===== config.mk =====
export PLATFORM = sky130hd
export DESIGN_NAME = uart_baud_gen
export DESIGN_NICKNAME = d
export VERILOG_FILES = /design/src/rtl/uart_pkg.sv /design/src/rtl/uart_prescaler.sv /design/src/rtl/uart_baud_gen.sv
export SDC_FILE = /design/constraint.sdc
export NUM_CORES = 1
export LEC_CHECK = 0
export ABC_AREA = 1
export BUFFER_PORTS_ARGS = -buffer_cell sky130_fd_sc_hd__buf_2
export CAP_MARGIN = 20
export CORE_ASPECT_RATIO = 1.4
export CORE_MARGIN = 2
export CORE_UTILIZATION = 45
export CTS_CLUSTER_SIZE = 24
export DETAILED_ROUTE_END_ITERATION = 12
export GPL_TIMING_DRIVEN = 0
export SETUP_SLACK_MARGIN = 0.02
export SYNTH_ARGS = -nofsm -noshare
export SYNTH_HDL_FRONTEND = slang
export SYNTH_HIERARCHICAL = 1
export SYNTH_SLANG_ARGS = --single-unit
export TNS_END_PERCENT = 5

===== constraint.sdc =====
create_clock -name clk -period 3.15 [get_ports clk]
set_input_delay 0.63 -clock clk [delete_from_list [all_inputs] [get_ports clk]]
set_output_delay 0.63 -clock clk [all_outputs]
set_load 0.005 [all_outputs]

===== src/rtl/uart_pkg.sv =====
`default_nettype none
// ============================================================================
// Module      : uart_pkg
// Description : Shared state encoding and elaboration-time helpers for the
//               UART baud-tick generator.
// Revision    : 1.0 - initial release
// ============================================================================
package uart_pkg;

    localparam logic [0:0] c_ST_IDLE = 1'b0;
    localparam logic [0:0] c_ST_RUN  = 1'b1;

    // Number of bits needed to hold the value (at least 1).
    function automatic int clogb2(input int value);
        int v;
        int n;
        v = value;
        n = 0;
        while (v > 0) begin
            v = v >> 1;
            n = n + 1;
        end
        return (n < 1) ? 1 : n;
    endfunction

    function automatic longint default_div(input longint clk_freq,
                                           input longint baud_rate,
                                           input longint osr);
        return clk_freq / (baud_rate * osr);
    endfunction

endpackage
`default_nettype wire


===== src/rtl/uart_prescaler.sv =====
`default_nettype none
// ============================================================================
// Module      : uart_prescaler
// Description : Clock prescaler producing a terminal-count strobe every D
//               cycles (D = max(div_int, 2)). With UART_BAUD_FRAC_EN defined a
//               fractional accumulator stretches selected periods by one cycle.
// Revision    : 1.0 - initial release
// ============================================================================
module uart_prescaler
    import uart_pkg::*;
#(
    parameter int DIV_WD  = 16,
    parameter int FRAC_WD = 4
) (
    input  logic               clk,
    input  logic               rst,
    input  logic               run,
    input  logic               clear,
    input  logic [DIV_WD-1:0]  div_int,
    input  logic [FRAC_WD-1:0] div_frac,
    output logic               tc
);

    logic [DIV_WD-1:0] r_cnt;
    logic [DIV_WD-1:0] w_div;
    logic [DIV_WD-1:0] w_last;

    assign w_div = (div_int < DIV_WD'(2)) ? DIV_WD'(2) : div_int;

`ifdef UART_BAUD_FRAC_EN
    logic [FRAC_WD-1:0] r_acc;
    logic               r_ext;
    logic [FRAC_WD:0]   w_sum;

    assign w_sum  = {1'b0, r_acc} + {1'b0, div_frac};
    // A carry from the previous period end lengthens this period by one.
    assign w_last = w_div - DIV_WD'(1) + DIV_WD'(r_ext);

    always_ff @(posedge clk) begin
        if (rst || clear || !run) begin
            r_acc <= '0;
            r_ext <= 1'b0;
        end else if (tc) begin
            r_acc <= w_sum[FRAC_WD-1:0];
            r_ext <= w_sum[FRAC_WD];
        end
    end
`else
    logic w_unused_frac;

    assign w_unused_frac = ^div_frac;
    assign w_last        = w_div - DIV_WD'(1);
`endif

    assign tc = run && (r_cnt == w_last);

    always_ff @(posedge clk) begin
        if (rst || clear || !run) begin
            r_cnt <= '0;
        end else if (tc) begin
            r_cnt <= '0;
        end else begin
            r_cnt <= r_cnt + DIV_WD'(1);
        end
    end

endmodule
`default_nettype wire


===== src/rtl/uart_baud_gen.sv =====
`default_nettype none
// ============================================================================
// Module      : uart_baud_gen
// Description : Baud-tick generator: oversample, bit and mid-bit ticks with a
//               run-time divisor, bit-aligned divisor updates and phase resync.
//               Optional fractional divisor enabled by UART_BAUD_FRAC_EN.
// Revision    : 1.0 - initial release
// ============================================================================
module uart_baud_gen
    import uart_pkg::*;
#(
    parameter int CLK_FREQ  = 50_000_000,
    parameter int BAUD_RATE = 9600,
    parameter int OSR       = 16,
    parameter int DIV_WD    = 16,
    parameter int FRAC_WD   = 4
) (
    input  logic               clk,
    input  logic               rst,
    input  logic               uart_en,
    input  logic [DIV_WD-1:0]  div_int,
    input  logic [FRAC_WD-1:0] div_frac,
    input  logic               div_load,
    input  logic               resync,
    output logic               os_tick,
    output logic               bit_tick,
    output logic               mid_tick,
    output logic               active
);

    localparam int                  c_OSR_WD   = clogb2(OSR - 1);
    localparam logic [c_OSR_WD-1:0] c_OSR_LAST = c_OSR_WD'(OSR - 1);
    localparam logic [c_OSR_WD-1:0] c_OSR_MID  = c_OSR_WD'(OSR / 2 - 1);
    localparam logic [DIV_WD-1:0]   c_DEF_DIV  =
        DIV_WD'(default_div(CLK_FREQ, BAUD_RATE, OSR));

    logic [0:0]          r_state;
    logic [0:0]          w_state_nxt;
    logic                w_run;
    logic                r_active;
    logic [DIV_WD-1:0]   r_act_int;
    logic [FRAC_WD-1:0]  r_act_frac;
    logic [DIV_WD-1:0]   r_sh_int;
    logic [FRAC_WD-1:0]  r_sh_frac;
    logic                r_pend;
    logic                w_tc;
    logic                w_evt;
    logic                w_bit_evt;
    logic                w_mid_evt;
    logic [c_OSR_WD-1:0] r_osr;
    logic                r_os;
    logic                r_bit;
    logic                r_mid;

    always_ff @(posedge clk) begin
        if (rst) begin
            r_state <= c_ST_IDLE;
        end else begin
            r_state <= w_state_nxt;
        end
    end

    always_comb begin
        w_state_nxt = r_state;
        case (r_state)
            c_ST_IDLE: if (uart_en)  w_state_nxt = c_ST_RUN;
            c_ST_RUN:  if (!uart_en) w_state_nxt = c_ST_IDLE;
            default:   w_state_nxt = c_ST_IDLE;
        endcase
    end

    // Counting only continues while RUN persists; a drop of uart_en clears phase.
    always_comb begin
        w_run = 1'b0;
        if (r_state == c_ST_RUN) begin
            w_run = uart_en;
        end
    end

    uart_prescaler #(
        .DIV_WD  (DIV_WD),
        .FRAC_WD (FRAC_WD)
    ) u_prescaler (
        .clk      (clk),
        .rst      (rst),
        .run      (w_run),
        .clear    (resync),
        .div_int  (r_act_int),
        .div_frac (r_act_frac),
        .tc       (w_tc)
    );

    assign w_evt     = w_tc && !resync;
    assign w_bit_evt = w_evt && (r_osr == c_OSR_LAST);
    assign w_mid_evt = w_evt && (r_osr == c_OSR_MID);

    // In RUN the shadow only takes effect at a bit boundary.
    always_ff @(posedge clk) begin
        if (rst) begin
            r_act_int  <= c_DEF_DIV;
            r_act_frac <= '0;
            r_sh_int   <= c_DEF_DIV;
            r_sh_frac  <= '0;
            r_pend     <= 1'b0;
        end else begin
            if (div_load) begin
                r_sh_int  <= div_int;
                r_sh_frac <= div_frac;
            end
            if (div_load && (r_state == c_ST_IDLE)) begin
                r_act_int  <= div_int;
                r_act_frac <= div_frac;
                r_pend     <= 1'b0;
            end else if (div_load) begin
                r_pend <= 1'b1;
            end else if (w_bit_evt && r_pend) begin
                r_act_int  <= r_sh_int;
                r_act_frac <= r_sh_frac;
                r_pend     <= 1'b0;
            end
        end
    end

    always_ff @(posedge clk) begin
        if (rst || !w_run || resync) begin
            r_osr <= '0;
        end else if (w_evt) begin
            r_osr <= (r_osr == c_OSR_LAST) ? '0 : r_osr + c_OSR_WD'(1);
        end
    end

    always_ff @(posedge clk) begin
        if (rst) begin
            r_os     <= 1'b0;
            r_bit    <= 1'b0;
            r_mid    <= 1'b0;
            r_active <= 1'b0;
        end else begin
            r_os     <= w_evt;
            r_bit    <= w_bit_evt;
            r_mid    <= w_mid_evt;
            r_active <= (w_state_nxt == c_ST_RUN);
        end
    end

    assign os_tick  = r_os;
    assign bit_tick = r_bit;
    assign mid_tick = r_mid;
    assign active   = r_active;

endmodule
`default_nettype wire

==> impl_metrics.ini <==
[setup_path]
required_ps = 3390
cp_max_fo = 8
crit_path_max_incr_delay_ps = 370
crit_type = register to register
critPathMostFrequentCell = nor2_4
endpoint_kind = register
startpoint_type = register
crit_path_top_delay_cell = dfxtp_4
arrival_ps = 3220
crit_chain = nor2_4 -> nand2_2 -> nor2_4 -> a21oi_2 -> ha_4 -> xor2_1 -> nand2_1 -> nand2_1 -> nor2_1 -> nand2_1 -> nor2_2 -> nand4_1 -> nor2_1 -> nand3_1 -> nor2_4 -> inv_2 -> nor2_4 -> nand3_4 -> buf_6 -> a21oi_1 -> nor2_1

[global_routing]
grt_pass1_wl_mm = 13.7
grt_usage_pct = 21.0
grt_pass1_vias = 3048
grt_start_max_net_pins = 12
overflow = 0
antenna_found_initial = 0

[synthesis]
syn_area_um2 = 3390
syn_inst = 504
synth_fp_nets = 532
avgSynthCellArea_um2 = 6.74
synth_warnings = 6

[timing]
final-hold-violation-count = 0
fin_crit_ps = 2980
slew_viol_final = 0
slew_headroom_pct = 70.4
hold_slack_ps = 464
rsz0062_at_grt = yes
period_share_pct = 94.7
setup_slack_ps = 167
setup_viol = 0
tightest_slew_ps = 441
max_freq_mhz = 335
clock_skew_ps = 11.4

[clocking]
clock-root-buffer = clkbuf_8
cts_tree = built
cts.sinks = 57
cts_buffers = 9
max-clock-path-buffers = 2
htreeDepth = 3
path_clk_slew_ps = 70
clk_latency_ps = 350

[finish]
postLayoutCoreUtil_pct = 56.2
fin_cells = 653
layout-area-overhead-vs-synth_pct = 21.0
finalNetCount = 579
drive_above_1_share_pct = 24.3
diodes = 0

[floorplanning]
die_w_um = 77.4
ios = 29
coreArea_um2 = 7310
rows = 37
start_util_pct = 46.4
die_area_um2 = 8260
fp.dieH_um = 107

[drt]
drtIter0Drc = 96
ant_nets = 0
drcViolationCount = 0
vias = 3186
avgViaCountPerCell = 4.88
wl_mm = 8.29
avgRoutedWirePerCell_um = 12.7
dr.pass1.iters = 4

[pwr]
p_per_area_nw_per_um2 = 425
p_leak_nw = 1.81
p_total_w = 0.00175
ir_drop_v = 0.000247

[place]
placed_cells = 625
gp_congestion = 0.920
dpl.hpwl_mm = 6.27
dp_slack_ps = -358
io_buffers = 24

[job]
max_cap_violations = 0

[hold_path]
hold_path.class = register to register

[status]
status = completed
[critical path: cells and delay by family (launching register included)]
family,cells,cell delay (ps)
DFF,1,370
and+or+nand+nor,15,1660
buffers and inverters,2,250
adders and majority gates,1,190
xor gates and xnor gates,1,150
AOI/OAI and AO/OA,2,240
[cells in the final DEF (no fill, tap or decap), drive strengths merged]
master / count
xnor2: 12
xor2: 18
a21o: 1
o211ai: 3
nor2: 90
a21boi: 1
nand3b: 2
clkbuf: 16
nand2: 115
o21ai: 24
nand3: 51
clkinvlp: 2
dfxtp: 57
nor3b: 1
buf: 51
nand4: 10
ha: 3
a21oi: 23
clkinv: 2
nor3: 9
inv: 63
bufinv: 1
o21a: 1
[final cells by class]
| type | instances | area [µm²] |
|---|---|---|
| clock inverters | 6 | 67.6 |
| well taps | 97 | 121 |
| repair buffers | 36 | 231 |
| inverters | 62 | 233 |
| plain buffers | 21 | 153 |
| flip-flops and latches | 57 | 1170 |
| multi-input cells | 364 | 2010 |
| fillers | 777 | 3210 |
| clock buffers | 10 | 128 |
[timing repair]
item / 4_1_cts / 5_1_grt
setup buffers: 5 / 5
endpoints found under the setup margin: 21 / 22
gates cloned: 0 / 2
hold buffers: 0 / 0
resized for setup: 18 / 39
pin swaps: 11 / 16
[power by group]
| part | switching [W] | total (W) | internal, W |
|---|---|---|---|
| logic | 0.000156 | 0.000264 | 0.000108 |
| registers | 0.0000361 | 0.000790 | 0.000754 |
| clock network | 0.000325 | 0.000693 | 0.000368 |
[flip-flops by register name, summed over array words and instances, names as in the netlist]
name / flops
u_prescaler/r_cnt: 16
os_tick: 1
r_pend: 1
r_sh_int: 16
mid_tick: 1
r_act_int: 16
active: 1
r_osr: 4
bit_tick: 1
[per-stage QoR]
stage          TNS (ps)  area [µm²]
4_1_cts               0        3920
6_report              0        4110
2_1_floorplan         0        3390
5_1_grt            -184        4110
3_5_place_dp      -4680        3640
3_3_place_gp      -4390        3640
[routing by layer]
metal  vias to the layer above  global-route usage (%)  part of all wire (%)
met3                        23                    5.56                   2.7
met1                      1432                    22.0                    40
met5                         -                       0                     0
met2                        49                    39.0                    54
li1                       1682                       -                     -
met4                         0                    9.31                   3.0
[path summary, 6_finish.rpt]
kind / cells after the start / endpoint / slack, ps / startpoint
max reg2reg: 21 / r_act_int[9] / 170 / r_act_int[13]
min reg2reg: 2 / r_sh_int[8] / 460 / r_sh_int[8]
max: 21 / r_act_int[9] / 170 / r_act_int[13]
min: 2 / r_sh_int[8] / 460 / r_sh_int[8]
Power figures use the tool's default switching activity.
